## src/rtl/seq_detect_param_if.sv

```systemverilog
// Serial-stream bundle for seq_detect_param: sample qualifier, data bit,
// counter clear, and the detector's match pulse and match count.
interface seq_detect_param_if #(
    parameter int unsigned CNT_W = 8
);
    logic             en;
    logic             x;
    logic             cnt_clr;
    logic             y;
    logic [CNT_W-1:0] match_cnt;

    modport master (
        output en,
        output x,
        output cnt_clr,
        input  y,
        input  match_cnt
    );

    modport slave (
        input  en,
        input  x,
        input  cnt_clr,
        output y,
        output match_cnt
    );
endinterface

```

## src/rtl/seq_detect_param.sv

```systemverilog
// Parametrised serial pattern detector with overlap/non-overlap matching,
// Mealy/Moore pulse timing, an input-valid qualifier and a saturating match counter.
module seq_detect_param #(
    parameter int unsigned        LEN     = 4,
    parameter logic [LEN-1:0]     PATTERN = 4'b1011,
    parameter bit                 OVERLAP = 1'b1,
    parameter bit                 MEALY   = 1'b0,
    parameter int unsigned        CNT_W   = 8
) (
    input logic               clk,
    input logic               reset,
    seq_detect_param_if.slave bus
);
    localparam int unsigned    FW       = $clog2(LEN);
    localparam logic [FW-1:0]  FILL_MAX = FW'(LEN - 1);

    logic [LEN-2:0]   hist_q, hist_d;
    logic [FW-1:0]    fill_q, fill_d;
    logic             y_q, y_d;
    logic [CNT_W-1:0] cnt_q, cnt_d;
    logic [LEN-1:0]   window;
    logic             hit;

    // Fill gating keeps reset contents of hist from matching all-zero patterns.
    assign window = {hist_q, bus.x};
    assign hit    = bus.en && (fill_q == FILL_MAX) && (window == PATTERN);

    always_comb begin
        hist_d = hist_q;
        fill_d = fill_q;
        if (bus.en) begin
            hist_d = window[LEN-2:0];
            if (hit && !OVERLAP) begin
                fill_d = '0;
            end else if (fill_q != FILL_MAX) begin
                fill_d = fill_q + 1'b1;
            end
        end
    end

    always_comb begin
        y_d   = hit;
        cnt_d = cnt_q;
        if (bus.cnt_clr) begin
            cnt_d = '0;
        end else if (hit && (cnt_q != '1)) begin
            cnt_d = cnt_q + 1'b1;
        end
    end

    always_ff @(posedge clk) begin
        if (reset) begin
            hist_q <= '0;
            fill_q <= '0;
            y_q    <= 1'b0;
            cnt_q  <= '0;
        end else begin
            hist_q <= hist_d;
            fill_q <= fill_d;
            y_q    <= y_d;
            cnt_q  <= cnt_d;
        end
    end

    assign bus.y         = MEALY ? hit : y_q;
    assign bus.match_cnt = cnt_q;
endmodule

```

## src/flat_wrapper.sv

```systemverilog
// flat-port wrapper written by rule: the top's interface ports become plain ports
module seq_detect_param_flat 
#(
    parameter int unsigned        LEN     = 4,
    parameter logic [LEN-1:0]     PATTERN = 4'b1011,
    parameter bit                 OVERLAP = 1'b1,
    parameter bit                 MEALY   = 1'b0,
    parameter int unsigned        CNT_W   = 8
)
  (clk, reset, bus_en, bus_x, bus_cnt_clr, bus_y, bus_match_cnt);
  seq_detect_param_if #(.CNT_W(CNT_W)) bus_i ();
  input logic clk;
  input logic reset;
  input wire logic [$bits(bus_i.en)-1:0] bus_en;
  input wire logic [$bits(bus_i.x)-1:0] bus_x;
  input wire logic [$bits(bus_i.cnt_clr)-1:0] bus_cnt_clr;
  output wire logic [$bits(bus_i.y)-1:0] bus_y;
  output wire logic [$bits(bus_i.match_cnt)-1:0] bus_match_cnt;
  assign bus_i.en = bus_en;
  assign bus_i.x = bus_x;
  assign bus_i.cnt_clr = bus_cnt_clr;
  assign bus_y = bus_i.y;
  assign bus_match_cnt = bus_i.match_cnt;
  seq_detect_param #(.LEN(LEN), .PATTERN(PATTERN), .OVERLAP(OVERLAP), .MEALY(MEALY), .CNT_W(CNT_W)) u_core (.clk(clk), .reset(reset), .bus(bus_i));
endmodule
```

## config.mk

```make
export PLATFORM = sky130hd
export DESIGN_NAME = seq_detect_param_flat
export DESIGN_NICKNAME = d
export VERILOG_FILES = /design/src/rtl/seq_detect_param_if.sv /design/src/rtl/seq_detect_param.sv /design/src/flat_wrapper.sv
export SDC_FILE = /design/constraint.sdc
export NUM_CORES = 1
export LEC_CHECK = 0
export ABC_AREA = 1
export BUFFER_PORTS_ARGS = -buffer_cell sky130_fd_sc_hd__buf_2
export CORE_MARGIN = 1.5
export CORE_UTILIZATION = 55
export CTS_CLUSTER_SIZE = 30
export DETAILED_ROUTE_END_ITERATION = 7
export PLACE_DENSITY = 0.8
export SLEW_MARGIN = 20
export SYNTH_ARGS = -nofsm -noshare
export SYNTH_HDL_FRONTEND = slang
export SYNTH_SLANG_ARGS = --single-unit
```

## constraint.sdc

```tcl
create_clock -name clk -period 2.3 [get_ports clk]
set_input_delay 0.23 -clock clk [delete_from_list [all_inputs] [get_ports clk]]
set_output_delay 0.23 -clock clk [all_outputs]
set_load 0.05 [all_outputs]
```

==> results of run 1 <==
worst register-to-register path: stages (launching register included):
cell	delay, ps
dfxtp_1	420
ha_1	260
nand2_1	80
inv_2	100
nand3_4	130
nand2_4	130
nand2_1	50
a21oi_1	140
registers in the layout, indices dropped and copies added, names as in the netlist:
register / flops
u_core.hist_q: 3
u_core.bus.y: 1
u_core.bus.match_cnt: 8
u_core.fill_q: 2
layout make-up:
type	instances	area [sq um]
well taps	14	17.5
fillers	111	335
flip-flops and latches	14	280
clock buffers	4	36.3
inverters	17	63.8
repair buffers	13	65.1
multi-input cells	75	373
worst max-delay path by stage:
stage / depth (start not counted) / to / start / slack [ps]
final: 7 / u_core.bus.match_cnt[2] / u_core.bus.match_cnt[1] / 920
after global routing: 7 / u_core.bus.match_cnt[2] / u_core.bus.match_cnt[1] / 750
after CTS: 7 / u_core.bus.match_cnt[2] / u_core.bus.match_cnt[1] / 920
after detailed placement: 7 / u_core.bus.match_cnt[2] / u_core.bus.match_cnt[1] / 940
after global placement: 7 / u_core.bus.match_cnt[0] / u_core.bus.match_cnt[0] / 1010
after floorplan: 7 / u_core.bus.match_cnt[3] / u_core.bus.match_cnt[1] / 690
metrics by stage:
step / std cells / instance area (sq um) / worst slack [ps]
2_1_floorplan: 107 / 722 / 694
3_3_place_gp: 133 / 800 / 1010
3_5_place_dp: 133 / 800 / 941
4_1_cts: 137 / 836 / 923
5_1_grt: 137 / 836 / 750
6_report: 137 / 836 / 917
cell usage in the layout (no fill, tap or decap), types with 2 or more instances in the layout:
cell	netlist	routed
a21oi_1	8	8
buf_2	1	13
clkbuf_4	0	3
dfxtp_1	14	14
ha_1	2	2
inv_1	15	15
inv_2	2	2
nand2_1	24	24
nand3_1	10	10
nand4_1	2	2
nor2_1	18	18
o21ai_0	5	5
kinds of logic (layout without fill, tap and decap cells):
family / count (synthesis) / in the layout / synth area share (%)
buffers and inverters: 18 / 34 / 9.53
AOI/OAI and AO/OA: 14 / 14 / 10.1
and+or+nand+nor: 58 / 58 / 36.9
adders and majority gates: 2 / 2 / 3.47
xor gates and xnor gates: 1 / 1 / 1.21
DFF: 14 / 14 / 38.8
metal layers:
| metal | global-route usage, % | up-vias |
|---|---|---|
| li1 | - | 372 |
| met1 | 29.0 | 284 |
| met2 | 35.4 | 16 |
| met3 | 10.4 | 4 |
| met4 | 10.3 | 0 |
| met5 | 0 | - |
power groups by stage:
stage | logic, mW | registers (mW) | clock network [mW]
detailed placement | 0.0250 | 0.258 | 0
finish | 0.0247 | 0.252 | 0.175
global route | 0.0303 | 0.253 | 0.192
floorplan | 0.0165 | 0.257 | 0
global placement | 0.0239 | 0.258 | 0
CTS | 0.0250 | 0.252 | 0.185
==> summary.md, run 1 <==
| Metric | Value |
|---|---|
| Post-route ant nets | 0 |
| Post-synthesis sequential area ratio | slightly below 40% |
| Commonest cells post-synth | 24 x nand2_1, 18 x nor2_1, 15 x inv_1, 14 x dfxtp_1, 10 x nand3_1 |
| Drt wl/cell | about 10 microns |
| 1st-iter DRT viols | 23 |
| Dpl hpwl | 1030 microns |
| Io pins | 14 |
| Final hold violation count | 0 |
| Hold Path Stages | 2 |
| Comb power frac | 5.5% |
| CTS root buffer | clkbuf_4 |
| Ys async rst share | 0% |
| Met1 Routed Length | about 700 microns |
| Status | complete, no violations |
| Number of buffers added on ports | 13 |
| Final setup TNS | 0 ps |
| Final setup violation count | 0 |
| Critical path endpoint category | register |
| GRT Total Usage | a little under a quarter |
| DRT Pass-1 Iters | 4 |
| EDFF count, synth | 0 |
| Netlist cell types | 17 |
| CP max stage delay | between 400 and 500 ps |
| RSZ-0062 raised after global routing | false |
| Period utilisation layout | 60.1% |
| Required time of the critical path | 2510 ps |
| Max Used Layer | met4 |
| CTS buffer count | 3 |
| Max clock buf depth | 2 |
| Post-Route Utilization | 71.4% |
| Crit path buf inv count | 1 |
| Avg Inst Size Synth | ~6.7 sq um |
| Worst reg2reg startpoint | u_core.bus.match_cnt[1] |
| Area grow syn2layout | 15.8% |
| Drt via density | 4.93 |
| Nets | 131 |
| Maximum VDD drop | 0.419 mV |
| CP top delay family | flip-flops |
| CTS tree | yes |
| Crit path launch type | register |
| Cell mode on critical path | nand2_1 |
| CP Cell Sequence | ha_1, nand2_1, inv_2, nand3_4, nand2_4, nand2_1, a21oi_1 |
| Net switching power figure | 0.0969 mW |
| Worst-path maximum fanout | 9 |
| FMAX | between 0.7 and 0.8 GHz |
| Top cells by area, synth | dfxtp_1 39%, nand2_1 12%, nor2_1 9.4% |
| Die Ht | 39.2 microns |
| Die boundary width | approximately 40 microns |
| Switch share | 21.4% |
| Hold crit path type | primary input to register |
| Crit path kind | register to register |
| Drt drc | 0 |
| Final Power | 0.452 mW |
| Post-Synthesis Cells | approximately 110 |
| Count leader, synth | nand2_1 |
| First-pass GRT wire length | between 2000 and 2500 microns |
| Clk_lat worst skew | 280 ps |
| Leakage | 0.389 nW |
| Grt total ovfl | 0 |
| Slew margin rel. | around 80% |
| MaxCap Viol Count | 0 |
| Gpl congestion | 0.798 |
| H-tree depth | 1 |
| Slew @ Worst Pin | 298 ps |
| Area leader, netlist | dfxtp_1 |
| CTS resizes | 0 |
| Synthesized net count | around 110 |
| Slowest-stage cell, CP | dfxtp_1 |
| Max-slew violations | 0 |
| Seq pwr share | between 50% and 60% |
| Hold path endpoint | u_core.bus.y |
| Synth Flop Type | dfxtp_1 |
| Seq cells post-synth | 14 |
| Clk slew on worst S/H paths | 80 ps |
| Clock skew | 0.396 ps |
| CP Data Arrival Time | 1600 ps |
| R2R cell count | 7 |
| Layout cells sized above 1 | a little under a fifth |
| DRT Wirelength | 1340 microns |
| Clock share of power | 38.8% |
| Hold WS | between 100 and 150 ps |
| Post-Syn Area | between 700 and 800 sq um |
| Warnings from Yosys | 0 |
| Clock Sinks | 14 |
| Pwr dens | 541 mW/mm^2 |
| Int Pwr | 0.355 mW |
| Initial core utilization | 61.6% |
| Die Area | 0.00154 sq mm |
| Antenna cells | 0 |
| Initial antenna violation count | 0 |
| Via count | 676 |
| Core area | 0.00117 sq mm |
| Synth top area share | 38.8% |
| Row count | 12 |
| Hold Buf Count CTS | 0 |
| WL met2 | around 550 microns |
| Worst R2R Setup Slack | 920 ps |
| Post-CTS Setup Bufs | 0 |
| Vias in the first global route | 583 |
| Largest net degree at the start of global routing | 10 |
| Min Tclk post-route | 1380 ps |
| Hold Path Origin | reset |
| RR Endpoint | u_core.bus.match_cnt[2] |
| Met3 WL | 78 microns |
Note: power is estimated with default switching activity, not from simulation.
==> inputs of run 2 (changes only) <==
--- a/config.mk
+++ b/config.mk
@@ -5,13 +5,14 @@
 export SDC_FILE = /design/constraint.sdc
 export NUM_CORES = 1
 export LEC_CHECK = 0
-export ABC_AREA = 1
+export ABC_AREA = 0
 export BUFFER_PORTS_ARGS = -buffer_cell sky130_fd_sc_hd__buf_2
+export CORE_ASPECT_RATIO = 0.9
 export CORE_MARGIN = 1.5
-export CORE_UTILIZATION = 55
+export CORE_UTILIZATION = 45
 export CTS_CLUSTER_SIZE = 30
 export DETAILED_ROUTE_END_ITERATION = 7
-export PLACE_DENSITY = 0.8
+export PLACE_DENSITY = 0.72
 export SLEW_MARGIN = 20
 export SYNTH_ARGS = -nofsm -noshare
 export SYNTH_HDL_FRONTEND = slang
==> constraint.sdc (replaced) <==
create_clock -name clk -period 1.2 [get_ports clk]
set_input_delay 0.12 -clock clk [delete_from_list [all_inputs] [get_ports clk]]
set_output_delay 0.12 -clock clk [all_outputs]
set_load 0.05 [all_outputs]
==> summary.md, run 2 <==
| Metric | Value |
|---|---|
| Maximum VDD drop | 0.762 mV |
| Dpl hpwl | approximately 1100 microns |
| Comb power frac | about a tenth |
| Hold WS | 102 ps |
| Switch share | between 20% and 30% |
| Via count | 683 |
| Antenna cells | 0 |
| CTS buffer count | 3 |
| Drt wl/cell | 14.4 microns |
| Net switching power figure | 0.190 mW |
| Top cells by area, synth | dfxtp_1 43%, mux2i_1 7.7%, nor2_1 5.2% |
| Count leader, synth | dfxtp_1 |
| GR met3 Demand/Resource | under 10% |
| Seq pwr share | 57.4% |
| Core area | 0.00129 sq mm |
| Die Ht | 39.1 microns |
| Crit path launch type | register |
| Warnings from Yosys | 0 |
| Synth top area share | between 40% and 50% |
| Pwr dens | 808 mW/mm^2 |
| Commonest non-fill, non-tap cells in the layout | 20 x buf_4, 13 x buf_2, 9 x nor2_1 |
| Placed Instances | 112 |
| Drt drc | 0 |
| Required time of the critical path | 1400 ps |
| Row count | 12 |
| H-tree depth | 1 |
| Period utilisation layout | 114% |
| Final setup TNS | -882 ps |
| Max reg flops | 8 |
| Leakage | approximately 0.47 nW |
| Grt total ovfl | 0 |
| Violated checks | negative setup slack |
| First-pass GRT wire length | 2660 microns |
| Nets | 114 |
| Number of buffers added on ports | 13 |
| CP Data Arrival Time | 1560 ps |
| Worst setup margin | -163 ps |
| Final hold violation count | 0 |
| Slew margin rel. | slightly above 80% |
| Max clock buf depth | 2 |
| Slew @ Worst Pin | 267 ps |
| 1st-iter DRT viols | 32 |
| Clock share of power | about a third |
| Die Area | 0.00169 sq mm |
| Post-Syn Area | 652 sq um |
| Post-synthesis simple-gate area fraction | 30.5% |
| Drt via density | 5.69 |
| Min Tclk post-route | 1360 ps |
| Max-slew violations | 0 |
| Synthesized net count | 78 |
| Netlist cell types | 27 |
| Initial antenna violation count | 0 |
| Commonest non-fill, non-tap cell in the layout | buf_4 |
| Clk_lat worst skew | 280 ps |
| Commonest cells post-synth | 14 x dfxtp_1, 9 x nor2_1, 6 x nor3_1, 5 x mux2i_1 |
| CTS root buffer | clkbuf_4 |
| GRT Total Usage | 22.6% |
| RSZ-0062 raised after global routing | true |
| Layout cells sized above 1 | 60.4% |
| Area fraction in compound gates after synthesis | 9.40% |
| Largest family of logic cells by synthesized area | simple AND/OR/NAND/NOR gates |
| Grt met2 use | 40.7% |
| Ys async rst share | 0% |
| Die boundary width | 43.1 microns |
| Met1 usage | between 20 and 30% |
| DRT Wirelength | roughly 1700 microns |
| Post-synthesis sequential area ratio | 43.0% |
| DRT Pass-1 Iters | 4 |
| Largest net degree at the start of global routing | 10 |
| Hold crit path type | primary input to register |
| Worst-path maximum fanout | 6 |
| Area grow syn2layout | 56.2% |
| Status | finished with violations |
| Final setup violation count | 8 |
| Critical path endpoint category | register |
| Clock Sinks | 14 |
| Gpl congestion | about 0.8 |
| Post-Synthesis Cells | just over 70 |
| Int Pwr | between 0.6 and 0.7 mW |
| Synth Flop Type | dfxtp_1 |
| Initial core utilization | 50.5% |
| Io pins | 14 |
| CTS tree | yes |
| Multiplexer share of the synthesized area | 7.68% |
| Post-synthesis xor/xnor area fraction | 1.34% |
| Synth Area in Adders | under 10% |
| MaxCap Viol Count | 0 |
| Seq cells post-synth | 14 |
| Clk slew on worst S/H paths | 90 ps |
| FMAX | roughly 0.73 GHz |
| Area leader, netlist | dfxtp_1 |
| Non-Filler Instances | 120 |
| Post-route ant nets | 0 |
| Avg Inst Size Synth | 9.18 sq um |
| Clock skew | roughly 11 ps |
| EDFF count, synth | 0 |
| Vias in the first global route | 601 |
| Gr busiest metal | met2 |
| Crit path kind | register to register |
-- run 2: cell types whose count changed after synthesis, sizes merged, moves of 2 or more --
cell / change
nand2: -24
inv: -16
nor2: -10
nand3: -7
nor3: +6
mux2i: +5
a21oi: -4
and4: +3
o21ai: -3
clkbuf: +2
or2: +2
or3: +2
-- run 2: through the flow --
step	utilization (%)	setup slack [ps]	power, mW	area, sq um
3_5_place_dp	70.4	-221	0.556	910
2_1_floorplan	-	-115	0.528	716
5_1_grt	78.9	-194	0.868	1020
6_report	78.9	-163	0.822	1020
3_3_place_gp	70.4	-165	0.553	910
4_1_cts	77.2	-154	0.829	997
-- run 2: metal layers --
metal	vias up	wire length, microns
li1	330	-
met1	330	762
met2	21	842
met3	2	109
met4	0	11
met5	-	0
-- run 2: logic make-up after synthesis --
family | after synthesis
AOI/OAI and AO/OA | 10
xor gates and xnor gates | 1
adders and majority gates | 2
buffers and inverters | 5
DFF | 14
muxes | 5
and+or+nand+nor | 34
-- run 2: final cells by class --
type | count | area [sq um]
Multi-Input combinational cell | 52 | 422
Sequential cell | 14 | 312
Fill cell | 83 | 273
Timing Repair Buffer | 35 | 238
Clock buffer | 4 | 26.3
Tap cell | 14 | 17.5
Inverter | 1 | 3.75
-- run 2: repair_timing --
action,in CTS,in global routing
pin swaps,7,2
endpoints found under the setup margin,8,8
hold buffers,0,0
setup buffers,3,1
resized for setup,12,3
-- run 2: worst paths after layout --
kind	startpoint	endpoint	slack, ps	depth (start not counted)
max	u_core.fill_q[1]	u_core.bus.match_cnt[0]	-160	5
min	bus_cnt_clr	u_core.bus.match_cnt[5]	100	3
max reg2reg	u_core.fill_q[1]	u_core.bus.match_cnt[0]	-160	5
min reg2reg	u_core.bus.match_cnt[2]	u_core.bus.match_cnt[2]	500	1
-- run 2: power by group through the flow --
stage	Sequential [mW]	Combinational, mW	Clock [mW]
after global placement	0.482	0.0712	0
after detailed placement	0.483	0.0723	0
final	0.472	0.0771	0.274
after floorplan	0.483	0.0457	0
after global routing	0.473	0.0880	0.307
after CTS	0.472	0.0757	0.281
-- run 2: critical path, stage by stage, from the launching register on --
cell,delay (ps)
dfxtp_2,350
ha_4,150
nand2_4,60
or2_4,260
or3_1,330
a21oi_2,140
